==> src/rtl/segment_pkg.sv <==
// segment_pkg: shared constants for the 7-segment scroller.
//  - SEG_BLANK and hex glyphs 0-9/A-F. Codes are {a,b,c,d,e,f,g}: bit 6 = segment a,
//    bit 0 = segment g, 1 = lit.
//  - Scroll FSM state encoding.
//  - hex_glyph(): maps a 4-bit value to its glyph.
package segment_pkg;

  localparam logic [6:0] SEG_BLANK = 7'h00;

  localparam logic [6:0] GLYPH_0 = 7'h7E;
  localparam logic [6:0] GLYPH_1 = 7'h30;
  localparam logic [6:0] GLYPH_2 = 7'h6D;
  localparam logic [6:0] GLYPH_3 = 7'h79;
  localparam logic [6:0] GLYPH_4 = 7'h33;
  localparam logic [6:0] GLYPH_5 = 7'h5B;
  localparam logic [6:0] GLYPH_6 = 7'h5F;
  localparam logic [6:0] GLYPH_7 = 7'h70;
  localparam logic [6:0] GLYPH_8 = 7'h7F;
  localparam logic [6:0] GLYPH_9 = 7'h7B;
  localparam logic [6:0] GLYPH_A = 7'h77;
  localparam logic [6:0] GLYPH_B = 7'h1F;
  localparam logic [6:0] GLYPH_C = 7'h4E;
  localparam logic [6:0] GLYPH_D = 7'h3D;
  localparam logic [6:0] GLYPH_E = 7'h4F;
  localparam logic [6:0] GLYPH_F = 7'h47;

  typedef enum logic {
    ST_IDLE = 1'b0,
    ST_RUN  = 1'b1
  } scroll_state_t;

  function automatic logic [6:0] hex_glyph(input logic [3:0] value);
    logic [6:0] glyph;
    glyph = SEG_BLANK;
    case (value)
      4'h0: glyph = GLYPH_0;
      4'h1: glyph = GLYPH_1;
      4'h2: glyph = GLYPH_2;
      4'h3: glyph = GLYPH_3;
      4'h4: glyph = GLYPH_4;
      4'h5: glyph = GLYPH_5;
      4'h6: glyph = GLYPH_6;
      4'h7: glyph = GLYPH_7;
      4'h8: glyph = GLYPH_8;
      4'h9: glyph = GLYPH_9;
      4'hA: glyph = GLYPH_A;
      4'hB: glyph = GLYPH_B;
      4'hC: glyph = GLYPH_C;
      4'hD: glyph = GLYPH_D;
      4'hE: glyph = GLYPH_E;
      default: glyph = GLYPH_F;
    endcase
    return glyph;
  endfunction

endpackage

==> src/rtl/seg_char_fifo.sv <==
// seg_char_fifo: small synchronous FIFO for segment codes.
// Ports:
//  clk, reset      clock, asynchronous active-high reset (clears pointers and count)
//  push, push_data write request / data; ignored while full
//  pop             read request; ignored while empty
//  pop_data        entry at the head (valid while !empty)
//  full, empty     status
//  count           entries held, 0..DEPTH
// DEPTH must be a power of two so the pointers wrap naturally.
module seg_char_fifo #(
  parameter int DEPTH = 8,
  parameter int WIDTH = 7,
  localparam int AW = $clog2(DEPTH),
  localparam int CW = $clog2(DEPTH + 1)
) (
  input  logic             clk,
  input  logic             reset,
  input  logic             push,
  input  logic [WIDTH-1:0] push_data,
  input  logic             pop,
  output logic [WIDTH-1:0] pop_data,
  output logic             full,
  output logic             empty,
  output logic [CW-1:0]    count
);

  logic [WIDTH-1:0] mem [DEPTH];
  logic [AW-1:0]    wr_ptr;
  logic [AW-1:0]    rd_ptr;
  logic             do_push;
  logic             do_pop;

  assign full     = (count == CW'(DEPTH));
  assign empty    = (count == '0);
  assign do_push  = push && !full;
  assign do_pop   = pop && !empty;
  assign pop_data = mem[rd_ptr];

  always_ff @(posedge clk or posedge reset) begin
    if (reset) begin
      wr_ptr <= '0;
      rd_ptr <= '0;
      count  <= '0;
    end else begin
      if (do_push) wr_ptr <= wr_ptr + AW'(1);
      if (do_pop)  rd_ptr <= rd_ptr + AW'(1);
      case ({do_push, do_pop})
        2'b10:   count <= count + CW'(1);
        2'b01:   count <= count - CW'(1);
        default: count <= count;
      endcase
    end
  end

  // Storage needs no reset: pointers and count define which entries are live.
  always_ff @(posedge clk) begin
    if (do_push) mem[wr_ptr] <= push_data;
  end

endmodule

==> src/rtl/segment_scroller.sv <==
// segment_scroller: N-digit multiplexed 7-segment scroller.
// Codes are queued in a FIFO, shifted one per scroll period into a right-to-left
// display register, and time-multiplexed onto a shared segment bus.
// Ports:
//  clk, reset   clock, asynchronous active-high reset
//  enable       low blanks seg_out/digit_sel and freezes the mux/scroll counters
//  char_valid   char_data valid; accepted when char_ready is high
//  char_data    raw segment code {a..g}
//  char_ready   FIFO not full
//  seg_out      segments for the selected digit (registered)
//  digit_sel    one-hot digit enable, bit 0 = rightmost (registered)
//  fifo_count   entries held in the FIFO
//  busy         scroll FSM in RUN
//  brightness   4-bit duty, only when SEG_SCROLL_PWM_EN is defined
// Build option: SEG_SCROLL_PWM_EN adds per-slot PWM gating of digit_sel.
//
// state   | meaning
// ST_IDLE | nothing scrolled since the FIFO last ran dry; display held
// ST_RUN  | a code was shifted in at the last scroll tick
module segment_scroller
  import segment_pkg::*;
#(
  parameter int NUM_DIGITS    = 4,
  parameter int FIFO_DEPTH    = 8,
  parameter int MUX_DIV       = 64,
  parameter int SCROLL_FRAMES = 30,
  localparam int CW = $clog2(FIFO_DEPTH + 1)
) (
  input  logic                  clk,
  input  logic                  reset,
  input  logic                  enable,
  input  logic                  char_valid,
  input  logic [6:0]            char_data,
  output logic                  char_ready,
  output logic [6:0]            seg_out,
  output logic [NUM_DIGITS-1:0] digit_sel,
  output logic [CW-1:0]         fifo_count,
`ifdef SEG_SCROLL_PWM_EN
  input  logic [3:0]            brightness,
`endif
  output logic                  busy
);

  localparam int SW = $clog2(MUX_DIV);
  localparam int DW = $clog2(NUM_DIGITS);
  localparam int FW = (SCROLL_FRAMES > 1) ? $clog2(SCROLL_FRAMES) : 1;

  logic [SW-1:0] slot_cnt;
  logic [DW-1:0] digit_idx;
  logic [FW-1:0] frame_cnt;
  logic          slot_wrap;
  logic          frame_tick;
  logic          scroll_tick;
  logic          pwm_on;

  logic [NUM_DIGITS-1:0][6:0] display;
  scroll_state_t              state;

  logic       fifo_full;
  logic       fifo_empty;
  logic [6:0] fifo_data;
  logic       pop_req;

  assign slot_wrap   = (slot_cnt == SW'(MUX_DIV - 1));
  assign frame_tick  = slot_wrap && (digit_idx == DW'(NUM_DIGITS - 1));
  assign scroll_tick = enable && frame_tick && (frame_cnt == FW'(SCROLL_FRAMES - 1));
  assign pop_req     = scroll_tick && !fifo_empty;
  assign char_ready  = !fifo_full;

  seg_char_fifo #(
    .DEPTH (FIFO_DEPTH),
    .WIDTH (7)
  ) u_fifo (
    .clk       (clk),
    .reset     (reset),
    .push      (char_valid),
    .push_data (char_data),
    .pop       (pop_req),
    .pop_data  (fifo_data),
    .full      (fifo_full),
    .empty     (fifo_empty),
    .count     (fifo_count)
  );

`ifdef SEG_SCROLL_PWM_EN
  // Each slot is split into 16 equal phases; the digit is lit for the first
  // 'brightness' of them.
  logic [SW-1:0] phase;
  assign phase  = slot_cnt / SW'(MUX_DIV / 16);
  assign pwm_on = (phase < SW'(brightness));
`else
  assign pwm_on = 1'b1;
`endif

  always_ff @(posedge clk or posedge reset) begin
    if (reset) begin
      slot_cnt  <= '0;
      digit_idx <= '0;
      frame_cnt <= '0;
    end else if (enable) begin
      slot_cnt <= slot_wrap ? '0 : slot_cnt + SW'(1);
      if (slot_wrap) begin
        digit_idx <= (digit_idx == DW'(NUM_DIGITS - 1)) ? '0 : digit_idx + DW'(1);
      end
      if (frame_tick) begin
        frame_cnt <= (frame_cnt == FW'(SCROLL_FRAMES - 1)) ? '0 : frame_cnt + FW'(1);
      end
    end
  end

  always_ff @(posedge clk or posedge reset) begin
    if (reset) begin
      state   <= ST_IDLE;
      busy    <= 1'b0;
      display <= {NUM_DIGITS{SEG_BLANK}};
    end else begin
      case (state)
        ST_IDLE: begin
          if (pop_req) begin
            display <= {display[NUM_DIGITS-2:0], fifo_data};
            state   <= ST_RUN;
            busy    <= 1'b1;
          end
        end
        ST_RUN: begin
          if (pop_req) begin
            display <= {display[NUM_DIGITS-2:0], fifo_data};
          end else if (scroll_tick) begin
            state <= ST_IDLE;
            busy  <= 1'b0;
          end
        end
        default: begin
          state <= ST_IDLE;
          busy  <= 1'b0;
        end
      endcase
    end
  end

  always_ff @(posedge clk or posedge reset) begin
    if (reset) begin
      seg_out   <= SEG_BLANK;
      digit_sel <= '0;
    end else if (!enable) begin
      seg_out   <= SEG_BLANK;
      digit_sel <= '0;
    end else begin
      seg_out   <= display[digit_idx];
      digit_sel <= pwm_on ? (NUM_DIGITS'(1) << digit_idx) : '0;
    end
  end

endmodule

==> config.mk <==
export PLATFORM = sky130hd
export DESIGN_NAME = segment_scroller
export DESIGN_NICKNAME = d
export VERILOG_FILES = /design/src/rtl/segment_pkg.sv /design/src/rtl/seg_char_fifo.sv /design/src/rtl/segment_scroller.sv
export SDC_FILE = /design/constraint.sdc
export NUM_CORES = 1
export LEC_CHECK = 0
export BUFFER_PORTS_ARGS = -buffer_cell sky130_fd_sc_hd__buf_2
export CAP_MARGIN = 20
export CORE_UTILIZATION = 34
export CTS_CLUSTER_SIZE = 28
export DETAILED_ROUTE_END_ITERATION = 7
export GPL_TIMING_DRIVEN = 1
export PLACE_DENSITY = 0.5
export SYNTH_ARGS = -nofsm -noshare
export SYNTH_HDL_FRONTEND = slang
export SYNTH_HIERARCHICAL = 1
export SYNTH_SLANG_ARGS = --single-unit
==> constraint.sdc <==
create_clock -name clk -period 3.49 [get_ports clk]
set_input_delay 0.5235 -clock clk [delete_from_list [all_inputs] [get_ports clk]]
set_output_delay 0.5235 -clock clk [all_outputs]
set_load 0.05 [all_outputs]
==> flow_metrics.env <==
export IMPL_drt_antenna_violating_nets=0
export IMPL_dpl_cell_area_um2=5540
export IMPL_crit_path_cell_trace="nor4_1, nor4_4, o41ai_2, inv_2, ha_1, ha_1, or4b_2, o311ai_0, o211ai_1"
export IMPL_area_growth_syn_to_layout_pct=17.0
export IMPL_dp_hpwl_um=5720
export IMPL_timing_worst_setup_path_type="flop to flop"
export IMPL_die_x_um=126
export IMPL_place_gp_congestion=0.710
export IMPL_crit_path_end_kind="flop"
export IMPL_startpoint="u_fifo/count[0]$_DFFE_PP0P_"
export IMPL_track_usage_pct=12.7
export IMPL_critical_path_cell_count=9
export IMPL_ios=28
export IMPL_grt_max_degree=37
export IMPL_crit_end="u_fifo/count[3]$_DFFE_PP0P_"
export IMPL_crit_reg2reg_capture="u_fifo/count[3]$_DFFE_PP0P_"
export IMPL_fin_tns_setup_ps=0
export IMPL_synth_seq_area_share_pct=62.7
export IMPL_synth_edf_count=56
export IMPL_vias_per_cell=4.89
export IMPL_fin_crit_ps=3080
export IMPL_ctsHtreeMaxLevel=4
export IMPL_max_slew_margin_rel_pct=41.8
export IMPL_cp_num_buf_inv=1
export IMPL_num_antenna_cells=0
export IMPL_grt_setup_unrepaired="false"
export IMPL_layout_drive_gt1_share_pct=26.4
export IMPL_fin_crit_sh_pct=88.3
export IMPL_critical_path_required_time_ps=3770
export IMPL_r2r_worst_path_cells=9
export IMPL_regToRegStartpoint="u_fifo/count[0]$_DFFE_PP0P_"
export IMPL_multi_input_area_um2=1790
export IMPL_initial_core_util_pct=35.5
export IMPL_synth_fp_nets=342
export IMPL_vdd_ir_drop_worst_mv=0.417
export IMPL_powerDensity_nw_per_um2=669
export IMPL_ys_seq_elements=120
export IMPL_report_final_setup_viol=0
export IMPL_numClockSinks=120
export IMPL_timing_max_cap_violations=0
export IMPL_worst_path_largest_cell_delay_ps=620
export IMPL_fp_coreArea_um2=14800
export IMPL_routed_wire_length_per_instance_um=16.1
export IMPL_portBuffers=27
export IMPL_clock_tree_from_tritoncts="built"
export IMPL_grt_antenna_before_repair=0
export IMPL_cts_buffer_depth=2
export IMPL_hp_class="input pin to asynchronous set/reset pin"
export IMPL_maxClockFrequency_mhz=324
export IMPL_clk_root_buf="sky130_fd_sc_hd__clkbuf_16"
export IMPL_max_slew_violation_count=0
export IMPL_postSynthCellCount=318
export IMPL_largest_cells_by_area_after_synthesis="sky130_fd_sc_hd__edfxtp_1 (32%), sky130_fd_sc_hd__dfrtp_1 (31%), sky130_fd_sc_hd__mux4_1 (7.0%), sky130_fd_sc_hd__mux2_1 (4.3%), sky130_fd_sc_hd__mux2_2 (4.1%)"
export IMPL_ys_types=52
export IMPL_layout_commonest_cell="sky130_fd_sc_hd__dfrtp_1"
export IMPL_regArea_um2=3280
export IMPL_post_layout_nonfiller_instances=552
export IMPL_drt_initial_drc_count=103
export IMPL_design_die_area_um2=15900
export IMPL_fin_worst_skew_ps=7.11
export IMPL_first_pass_iters=6
export IMPL_final_hold_violation_count=0
export IMPL_ctsResizeCount=0
export IMPL_nNetsFinal=379
export IMPL_layout_common_cells="sky130_fd_sc_hd__dfrtp_1 (64), sky130_fd_sc_hd__edfxtp_1 (56), sky130_fd_sc_hd__buf_2 (27)"
export IMPL_clk_insertion_delay_late_ps=410
export IMPL_routed_via_count=2700
export IMPL_status="finished, final reports clean"
export IMPL_synth_top_area_share_pct=32.1
export IMPL_postLayoutCellArea_um2=6130
export IMPL_die_height_um=126
export IMPL_cts_setup_buffers=0
export IMPL_hold_buffers=0
export IMPL_global_route_overflow_total=0
export IMPL_startpoint_type="flop"
export IMPL_rows=44
export IMPL_yosysWarningCount=6
export IMPL_remaining_drc_errors=0
export IMPL_postSynthAreaPerCell_um2=16.5
export IMPL_numPlacedInstances=520
export IMPL_crit_top_cell="sky130_fd_sc_hd__ha_1"
export IMPL_post_synth_instance_area_um2=5240
export IMPL_power_static_leakage_nw=2.55
export IMPL_path_clk_slew_ps=50
export IMPL_path_max_fanout=9
export IMPL_first_global_vias=2777
export IMPL_r2r_setup_slack_ps=410
export IMPL_cpLargestDelayFamily="simple AND/OR/NAND/NOR gates"
export IMPL_yosys_most_used_dff="sky130_fd_sc_hd__dfrtp_1"
export IMPL_worst_endpoint_arrival_ps=3360
export IMPL_cts_made_buffers=17
export IMPL_grt_pass1_wl_um=14800
export IMPL_timing_critical_path_slowest_stage_cell="sky130_fd_sc_hd__nor4_1"
export IMPL_route_final_wire_length_um=8900
export IMPL_worst_slew_pin_transition_ps=873
export IMPL_number_of_fill_cells_in_the_layout=1350
export IMPL_synth_top_cell_by_area="sky130_fd_sc_hd__edfxtp_1"
export IMPL_ys_async_sr_fraction_pct=53.3
[power breakdown]
group	switching (W)	internal (W)	leakage, nW	total [W]
sequential	0.000128	0.00167	1.35	0.00180
clock	0.000608	0.00111	0.274	0.00172
combinational	0.000375	0.000205	0.923	0.000580
[layout make-up]
class	instances	share of cell area (%)
repair buffers	32	2.82
clock inverters	13	2.53
flip-flops and latches	120	53.6
clock buffers	19	7.07
well taps	184	3.76
multi-input cells	167	29.2
inverters	17	1.04
[synth_stat cells (2+ instances only)]
master                     instances
sky130_fd_sc_hd__nand3_1           4
sky130_fd_sc_hd__ha_1             12
sky130_fd_sc_hd__clkbuf_1          3
sky130_fd_sc_hd__nand4_1           4
sky130_fd_sc_hd__and2_1           11
sky130_fd_sc_hd__a21oi_1           3
sky130_fd_sc_hd__buf_6             5
sky130_fd_sc_hd__mux2i_1           4
sky130_fd_sc_hd__mux2_1           20
sky130_fd_sc_hd__mux4_2            7
sky130_fd_sc_hd__xnor2_1           7
sky130_fd_sc_hd__mux4_1           14
sky130_fd_sc_hd__edfxtp_1         56
sky130_fd_sc_hd__nand2_1          10
sky130_fd_sc_hd__nor4_1            3
sky130_fd_sc_hd__mux2_2           19
sky130_fd_sc_hd__inv_1            16
sky130_fd_sc_hd__buf_2             3
sky130_fd_sc_hd__nor3_1            2
sky130_fd_sc_hd__o21ai_0           4
sky130_fd_sc_hd__nor2_1           11
sky130_fd_sc_hd__xor2_1            2
sky130_fd_sc_hd__nor3b_1           2
sky130_fd_sc_hd__o211ai_1          2
sky130_fd_sc_hd__nand2b_1          4
sky130_fd_sc_hd__dfrtp_1          64
[state kept, by name, summed over array words and instances (netlist names), 4 cells and up, named ones only]
register / count
u_fifo/count: 4
slot_cnt: 6
u_fifo/mem: 56
frame_cnt: 5
seg_out: 7
digit_sel: 4
display: 28
[kinds of logic (layout without fill, tap and decap cells)]
group / after synthesis / in the layout / share of synthesized area (%)
buffers and inverters: 31 / 81 / 3.34
adders and majority gates: 13 / 13 / 3.25
DFF: 120 / 120 / 62.7
muxes: 64 / 64 / 19.2
and+or+nand+nor: 60 / 60 / 6.95
xor gates and xnor gates: 9 / 9 / 1.51
AOI/OAI and AO/OA: 21 / 21 / 3.08
[metrics by stage]
stage / total power, W / setup slack [ps] / hold slack [ps] / utilization [%]
2_1_floorplan: 0.00224 / 241 / 364 / -
3_3_place_gp: 0.00240 / 357 / 438 / 37.5
3_5_place_dp: 0.00242 / 289 / 440 / 37.5
4_1_cts: 0.00416 / 416 / 124 / 41.5
5_1_grt: 0.00429 / 240 / 154 / 41.5
6_report: 0.00410 / 407 / 127 / 41.5
[worst min-delay path by stage]
stage	start	end	slack, ps	depth (start not counted)
6_report	reset	u_fifo/count[0]$_DFFE_PP0P_	130	2
5_1_grt	reset	u_fifo/count[0]$_DFFE_PP0P_	150	2
4_1_cts	reset	u_fifo/count[1]$_DFFE_PP0P_	120	2
3_5_place_dp	flop	busy$_DFFE_PP0P_	440	1
3_3_place_gp	flop	busy$_DFFE_PP0P_	440	1
2_1_floorplan	reset	u_fifo/count[0]$_DFFE_PP0P_	360	1
[metal layers]
metal / vias up / track usage [%] / part of all wire [%]
met5: - / 0 / 0
met4: 0 / 5.53 / 1.0
met3: 9 / 4.72 / 3.2
met2: 42 / 20.7 / 50
met1: 1370 / 15.1 / 46
li1: 1279 / - / -
Power figures use the tool's default switching activity.
